## src/rtl/refill_pkg.sv

```systemverilog
`default_nettype none
// +----------------------------------------------------------------------+
// | refill_pkg: shared state encoding and line geometry for the refill   |
// | arbiter.                              Revision: 1.0                  |
// +----------------------------------------------------------------------+
package refill_pkg;

  typedef enum logic [1:0] {
    ST_IDLE  = 2'd0,
    ST_ISSUE = 2'd1,
    ST_WAIT  = 2'd2,
    ST_DONE  = 2'd3
  } refill_state_e;

  localparam int DEF_WORD_W     = 32;
  localparam int DEF_LINE_WORDS = 4;

  // Number of byte-address bits that select a byte within one line.
  function automatic int line_off_w(input int word_w, input int line_words);
    return $clog2(line_words * word_w / 8);
  endfunction

  localparam int DEF_LINE_OFF_W = line_off_w(DEF_WORD_W, DEF_LINE_WORDS);

endpackage
`default_nettype wire

```

## src/rtl/rr_arbiter.sv

```systemverilog
`default_nettype none
// +----------------------------------------------------------------------+
// | rr_arbiter: NUM_CH-wide round-robin grant; the search pointer moves  |
// | past the granted channel only when the grant is accepted. Rev: 1.0   |
// +----------------------------------------------------------------------+
module rr_arbiter #(
  parameter  int NUM_CH = 2,
  localparam int IDX_W  = (NUM_CH > 1) ? $clog2(NUM_CH) : 1
) (
  input  logic              clk,
  input  logic              rstn,
  input  logic [NUM_CH-1:0] i_req,
  input  logic              i_accept,
  output logic              o_valid,
  output logic [IDX_W-1:0]  o_idx
);

  logic [IDX_W-1:0] ptr_q;
  logic [IDX_W-1:0] ptr_d;

  always_comb begin : p_pick
    logic [IDX_W-1:0] cand;
    cand    = '0;
    o_valid = 1'b0;
    o_idx   = '0;
    for (int k = 0; k < NUM_CH; k++) begin
      cand = IDX_W'((int'(ptr_q) + k) % NUM_CH);
      if (!o_valid && i_req[cand]) begin
        o_valid = 1'b1;
        o_idx   = cand;
      end
    end
  end

  always_comb begin
    ptr_d = ptr_q;
    if (i_accept && o_valid) begin
      ptr_d = (int'(o_idx) == NUM_CH - 1) ? '0 : o_idx + IDX_W'(1);
    end
  end

  always_ff @(posedge clk or posedge rstn) begin
    if (rstn) begin
      ptr_q <= '0;
    end else begin
      ptr_q <= ptr_d;
    end
  end

endmodule
`default_nettype wire

```

## src/rtl/line_refill_arbiter.sv

```systemverilog
`default_nettype none
// +----------------------------------------------------------------------+
// | line_refill_arbiter: shares one word-wide memory read port between   |
// | NUM_CH cache refill requesters and assembles whole lines.            |
// | Option macro: REFILL_CRITICAL_WORD_FIRST_EN      Revision: 1.0       |
// +----------------------------------------------------------------------+
module line_refill_arbiter
  import refill_pkg::*;
#(
  parameter int WORD_W     = DEF_WORD_W,
  parameter int LINE_WORDS = DEF_LINE_WORDS,
  parameter int NUM_CH     = 2
) (
  input  logic                         clk,
  input  logic                         rstn,
  input  logic [NUM_CH-1:0]            i_req,
  input  logic [NUM_CH*32-1:0]         i_addr,
  output logic                         om_rd,
  output logic [31:0]                  om_addr,
  input  logic                         im_rd_valid,
  input  logic [WORD_W-1:0]            im_rd_data,
  output logic [LINE_WORDS*WORD_W-1:0] o_line,
  output logic [NUM_CH-1:0]            o_done
);

  localparam int c_ch_w  = (NUM_CH > 1) ? $clog2(NUM_CH) : 1;
  localparam int c_wi_w  = $clog2(LINE_WORDS);
  localparam int c_wb_w  = $clog2(WORD_W / 8);
  localparam int c_off_w = line_off_w(WORD_W, LINE_WORDS);
  localparam logic [31:0]       c_line_mask = ~((32'd1 << c_off_w) - 32'd1);
  localparam logic [c_wi_w-1:0] c_last_cnt  = c_wi_w'(LINE_WORDS - 1);

  if ((LINE_WORDS < 2) || ((LINE_WORDS & (LINE_WORDS - 1)) != 0)) begin : g_bad_line_words
    $error("LINE_WORDS must be a power of two and at least 2");
  end

  refill_state_e                  state_q, state_d;
  logic [c_ch_w-1:0]              gnt_q, gnt_d;
  logic [31:0]                    base_q, base_d;
  logic [c_wi_w-1:0]              widx_q, widx_d;
  logic [c_wi_w-1:0]              cnt_q, cnt_d;
  logic [LINE_WORDS*WORD_W-1:0]   line_q, line_d;

  logic                           arb_valid;
  logic [c_ch_w-1:0]              arb_idx;
  logic [31:0]                    req_addr;
  logic [c_wi_w-1:0]              first_widx;

  rr_arbiter #(
    .NUM_CH   (NUM_CH)
  ) u_rr_arbiter (
    .clk      (clk),
    .rstn     (rstn),
    .i_req    (i_req),
    .i_accept (state_q == ST_IDLE),
    .o_valid  (arb_valid),
    .o_idx    (arb_idx)
  );

  assign req_addr = i_addr[32*int'(arb_idx) +: 32];

`ifdef REFILL_CRITICAL_WORD_FIRST_EN
  // Start at the missed word; the word index wraps naturally at c_wi_w bits.
  assign first_widx = req_addr[c_off_w-1:c_wb_w];
`else
  assign first_widx = '0;
`endif

  assign om_rd   = (state_q == ST_ISSUE);
  assign om_addr = (state_q == ST_ISSUE) ? (base_q + (32'(widx_q) << c_wb_w)) : 32'd0;
  assign o_line  = line_q;

  always_comb begin
    o_done = '0;
    if (state_q == ST_DONE) begin
      o_done[gnt_q] = 1'b1;
    end
  end

  always_comb begin
    state_d = state_q;
    gnt_d   = gnt_q;
    base_d  = base_q;
    widx_d  = widx_q;
    cnt_d   = cnt_q;
    line_d  = line_q;
    case (state_q)
      ST_IDLE: begin
        if (arb_valid) begin
          gnt_d   = arb_idx;
          base_d  = req_addr & c_line_mask;
          widx_d  = first_widx;
          cnt_d   = '0;
          state_d = ST_ISSUE;
        end
      end
      ST_ISSUE: begin
        state_d = ST_WAIT;
      end
      ST_WAIT: begin
        if (im_rd_valid) begin
          line_d[int'(widx_q)*WORD_W +: WORD_W] = im_rd_data;
          widx_d = widx_q + c_wi_w'(1);
          if (cnt_q == c_last_cnt) begin
            state_d = ST_DONE;
          end else begin
            cnt_d   = cnt_q + c_wi_w'(1);
            state_d = ST_ISSUE;
          end
        end
      end
      ST_DONE: begin
        state_d = ST_IDLE;
      end
      default: begin
        state_d = ST_IDLE;
      end
    endcase
  end

  always_ff @(posedge clk or posedge rstn) begin
    if (rstn) begin
      state_q <= ST_IDLE;
      gnt_q   <= '0;
      base_q  <= '0;
      widx_q  <= '0;
      cnt_q   <= '0;
      line_q  <= '0;
    end else begin
      state_q <= state_d;
      gnt_q   <= gnt_d;
      base_q  <= base_d;
      widx_q  <= widx_d;
      cnt_q   <= cnt_d;
      line_q  <= line_d;
    end
  end

endmodule
`default_nettype wire

```

## config.mk

```make
export PLATFORM = sky130hd
export DESIGN_NAME = line_refill_arbiter
export DESIGN_NICKNAME = d
export VERILOG_FILES = /design/src/rtl/refill_pkg.sv /design/src/rtl/rr_arbiter.sv /design/src/rtl/line_refill_arbiter.sv
export SDC_FILE = /design/constraint.sdc
export NUM_CORES = 1
export LEC_CHECK = 0
export BUFFER_PORTS_ARGS = -buffer_cell sky130_fd_sc_hd__clkbuf_2
export CAP_MARGIN = 40
export CELL_PAD_IN_SITES_DETAIL_PLACEMENT = 0
export CELL_PAD_IN_SITES_GLOBAL_PLACEMENT = 1
export CORE_MARGIN = 2
export CORE_UTILIZATION = 37
export DETAILED_ROUTE_END_ITERATION = 16
export PLACE_DENSITY = 0.76
export SLEW_MARGIN = 20
export SYNTH_ARGS = -nofsm -noshare
export SYNTH_HDL_FRONTEND = slang
export SYNTH_SLANG_ARGS = --single-unit
```

## constraint.sdc

```tcl
create_clock -name clk -period 6.7 [get_ports clk]
set_input_delay 1.34 -clock clk [delete_from_list [all_inputs] [get_ports clk]]
set_output_delay 1.34 -clock clk [all_outputs]
set_load 0.05 [all_outputs]
```

* Word level (Yosys, flattened, before mapping)
Index checks and enable logic that the tools add are counted.
W data, S select, Z words.
** Storage, ports and cells
- Register bits after elaboration :: 164
- Latch bits :: 0
- Memory bits (writable) :: 0
- ROM bits :: 0
- Output and inout port bits :: 163
- Logic and storage cells :: 62
- Memories kept :: 0
** Cells by class
- Add/subtract/negate cells :: 6
- Multiply operators :: 0
- Div/mod/pow operators :: 0
- $lt $le $gt $ge :: 4
- Equality and inequality tests :: 7
- Shift operators :: 3
- Multiplexer cells :: 24
- Bitwise gates (word level) :: 0
- Reductions and logical operators :: 11
** Operator list (number)
- $bwmux W128 :: 1
- $shift A32 B33 Y128 const A :: 1
- $shiftx A32 B33 Y128 :: 1
- $shiftx A64 B7 Y32 :: 1
- $neg A7 Y33 :: 1
- $add A32 B4 Y32 :: 1
- $mux W32 :: 1
- $mux W2 :: 8
- $mux W1 :: 10
- $pmux W2 S2 :: 2
- $pmux W2 S4 :: 1
- $eq A2 B2 Y1 const B :: 3
- $lt A1 B2 Y1 const B :: 3
- $ne A2 B2 Y1 const B :: 3
- $reduce_and A2 Y1 :: 3
- $add A2 B1 Y2 const B :: 2
- $reduce_and A4 Y1 :: 1
- $logic_and A1 B1 Y1 :: 3
- $reduce_and A3 Y1 :: 1
- $add A1 B1 Y1 const B :: 2
- $eq A2 B1 Y1 const B :: 1
- $logic_not A2 Y1 :: 1
- $reduce_bool A2 Y1 :: 1
- $demux W1 S1 :: 1
- 2 further kinds :: 2

* Longest topological paths before layout
- Word-level depth :: 8
- Mapped depth :: 7

* By module
A second synthesis with hierarchy kept.
** Unflattened totals
- Cell total of the unflattened synthesis :: 501
- Area, all modules :: 6685.2 um2
** By module, submodules not included
- line_refill_arbiter :: times used 1, cells each 494, area each 6627.6 um2
- rr_arbiter :: times used 1, cells each 7, area each 57.6 um2

* Least setup slack after synthesis
Ideal clock, no wire load.
- Path type :: reg2out
- Start :: reg state_q[1]
- End :: out om_addr[23]
- Arrival :: 1838 ps
- Slack :: 3522 ps
- Cell stages (with the launch flop) :: 5
- Path buffers :: 2
- Path through :: dfrtp_1 > buf_2 > nor2b_1 > clkbuf_1 > and2_1
** On the way
- Longest elaborated chain between the ends :: 2
** RTL lines
- from (decl) :: line line_refill_arbiter.sv:37 : refill_state_e state_q, state_d;
- from (signal assigned) :: line line_refill_arbiter.sv:130 : state_q <= state_d;
- $eq A2 B1 Y1
- net om_rd :: line line_refill_arbiter.sv:18 : output logic om_rd,
- $mux W32 :: line line_refill_arbiter.sv:70 : assign om_addr = (state_q == ST_ISSUE) ? (base_q + (32'(widx_q) << c_wb_w)) : 32'd0;
- to (decl) :: line line_refill_arbiter.sv:19 : output logic [31:0] om_addr,
The timed path passes the listed nets, and every way through them passes these cells.

* Worst setup path in the final report
- Start :: reg state_q[0]
- End :: out om_addr[16]
** On the way
- Longest elaborated chain between the ends :: 2
** RTL lines (line)
- $eq A2 B1 Y1 :: line_refill_arbiter.sv:70
- $mux W32 :: line_refill_arbiter.sv:70
No other way between the ends.

==> results.yml <==
run_status:
  status: "complete, no violations"
worst_setup_path:
  worstPathRequired_ps: 5360
  reg2reg_from: "widx_q[0]$_DFFE_PP0P_"
  max_stage_delay_ps: 520
  critPathKind: "flip-flop to output port"
  crit_start: "state_q[0]$_DFFE_PP0P_"
  worstPathArrival_ps: 2110
  worstPathMaxFanout: 21
  crit_chain: "nor2b_2 -> buf_8 -> and2_1 -> clkbuf_2"
  critical_path.slowest_cell: "dfrtp_1"
  startpoint_type: "flip-flop"
  r2r_slack_ps: 4010
  cp-end-kind: "output port"
timing:
  max_slew_margin_pct: 55.6
  rsz0062_at_grt: "no"
  hold_ws_ps: 479
  finalSetupTns_ps: 0
  finalCritPeriodShare_pct: 51.4
  slew_violations: 0
  tightest_slew_ps: 661
  setup_viol: 0
  final.setup_skew_ps: 17.8
  post-route-min-period_ps: 3450
  finalHoldViolCount: 0
  max_freq_mhz: 290
detailed_routing:
  avgViaCountPerCell: 5.23
  wl_um: 18700
  first_pass_iters: 5
  final_antenna_net_count: 0
  met3_wirelength_um: 1390
  drc_errors: 0
  wl_per_cell_um: 18.4
  wl_met1_um: 8380
  drt_iter0_drc: 283
  vias: 5327
  routed.top_layer: "met4"
  wl_met2_um: 8670
grt:
  grt_pass1_vias: 5411
  grt_max_degree: 78
  grt_pass1_wl_um: 30500
  grt-ovfl-total: 0
  track_usage_pct: 19.9
  antenna_found_initial: 0
power_and_ir_drop:
  ir_drop_mv: 0.278
  swShare_pct: 42.2
  powerDensity_mw_per_mm2: 441
  p_leak_nw: 4.64
  internal-power_w: 0.00224
  power.clock.fraction_pct: 25.7
  sequentialPowerShare_pct: 34.3
  p_sw_w: 0.00163
  p_comb_share_pct: 40.0
synth:
  ys_warn_count: 0
  ys_seq_elements: 164
  synthCells: 537
  ys.flop_type: "dfrtp_1"
  synth-edff-count: 0
  syn-cell-area_mm2: 0.00666
  yosys.cell_types.count: 36
  async_flop_share_pct: 100
  avgSynthCellArea_um2: 12.4
  synth_seq_area_share_pct: 61.6
min_path:
  min_from: "o_line[31]$_DFFE_PP0P_"
  min_path_type: "flip-flop to flip-flop"
cts:
  clk_latency_ps: 430
  cts_tree: "done"
  hold_buffers: 0
  cts_resized: 0
  clk_path_buf_depth: 2
  cts_max_level: 4
  clock_tree.root_cell: "clkbuf_16"
  postCtsSetupBuffers: 0
  clkTransAtPathRegs_ps: 60
  clock-sinks: 164
  cts-buffers-inserted: 17
placement:
  dpl_cell_area_mm2: 0.00816
  portBuffers: 253
  place_hpwl_um: 13200
  gp_congestion: 0.824
die:
  core_mm2: 0.0178
  die_area_mm2: 0.0191
  die_x_um: 138
  floorplan.initialDensity_pct: 37.3
  ios: 264
  rows: 49
  die_y_um: 138
layout:
  seqCellArea_mm2: 0.00410
  multi_input_area_mm2: 0.00233
  antenna_cells_inserted: 0
  drive_above_1_share_pct: 39.6
  fin_nets: 885
  num-fill-cells: 1612
  stdcell_area_mm2: 0.00879
  syn_to_final_growth_pct: 31.9
flow_run:
  drv_cap: 0
==> cell usage after synthesis, types with 2 or more instances <==
cell type / number / area share (%)
nand4b_2: 3 / 0.68
o21ai_1: 8 / 0.60
dfrtp_1: 164 / 62
ha_1: 6 / 1.1
nand2b_1: 3 / 0.28
a221o_1: 28 / 4.2
and3_1: 2 / 0.19
nor2b_1: 2 / 0.19
nor3_2: 2 / 0.30
a22o_1: 98 / 13
o21ai_0: 24 / 1.8
nor3_1: 2 / 0.15
buf_4: 2 / 0.23
clkbuf_1: 25 / 1.4
nand2_1: 69 / 3.9
buf_2: 13 / 0.98
a21boi_0: 28 / 3.2
a21o_1: 3 / 0.34
and2_1: 30 / 2.8
buf_6: 6 / 1.0
inv_1: 4 / 0.23
==> worst paths after layout <==
path,cells after the start,end
max,4,om_addr[16]
min,2,o_line[31]$_DFFE_PP0P_
max reg2reg,6,o_line[79]$_DFFE_PP0P_
min reg2reg,2,o_line[31]$_DFFE_PP0P_
max in group asynchronous,4,o_line[90]$_DFFE_PP0P_
min in group asynchronous,2,base_q[8]$_DFFE_PP0P_
==> cell usage in the layout (no fill, tap or decap), types with 3 or more instances in the layout <==
cell,instances
o21ai_1,8
a21o_1,3
buf_4,9
nand2b_1,3
a21boi_0,28
a22o_1,98
o21ai_0,24
a221o_1,28
ha_1,6
nand4b_2,3
clkbuf_2,253
and2_1,30
nand2_1,69
buf_8,3
dfrtp_1,164
clkbuf_16,17
inv_1,3
nor3_2,3
bufinv_16,3
==> final cells by class <==
cell class	count	share of cell area, %
Sequential cell	164	46.7
Multi-Input combinational cell	323	26.5
Timing Repair Buffer	268	16.4
Clock buffer	20	5.08
Tap cell	229	3.26
Clock inverter	11	1.74
Inverter	4	0.228
==> power by group through the flow <==
stage	clock network (W)	logic (W)	registers (W)
floorplan	0	0.000838	0.00165
global placement	0	0.00152	0.00133
detailed placement	0	0.00157	0.00134
CTS	0.00102	0.00157	0.00133
global route	0.00106	0.00167	0.00136
finish	0.000995	0.00155	0.00133
==> worst max-delay path, delay by kind of cell (launching register included) <==
family | cells | cell delay, ps
AND/OR/NAND/NOR | 2 | 660
flip-flops | 1 | 520
buffers and inverters | 2 | 510
==> routing by layer <==
layer,up-vias,track usage [%]
li1,2455,-
met1,2632,26.4
met2,221,31.4
met3,19,6.20
met4,0,6.12
met5,-,0
==> stage by stage <==
stage / setup slack, ps / util, % / power [W] / instances
after global routing: 3090 / 49.3 / 0.00410 / 1019
after global placement: 2910 / 45.2 / 0.00285 / 980
after floorplan: 927 / - / 0.00249 / 538
final: 3250 / 49.3 / 0.00387 / 1019
after CTS: 3180 / 49.1 / 0.00392 / 1016
after detailed placement: 3270 / 45.7 / 0.00291 / 985
==> logic make-up after synthesis <==
group | after synthesis | share of synthesized area, %
muxes | 2 | 0.319
and+or+nand+nor | 122 | 9.79
buffers and inverters | 51 | 3.93
AOI/OAI and AO/OA | 191 | 23.2
adders and majority gates | 6 | 1.13
DFF | 164 | 61.6
other | 1 | 0.0563
==> flip-flops by register name (all words and copies together), names as in the netlist <==
signal,cells
o_line,128
base_q,28
cnt_q,2
state_q,2
widx_q,2
gnt_q,1
u_rr_arbiter.ptr_q,1
(Power assumes the default switching activity.)
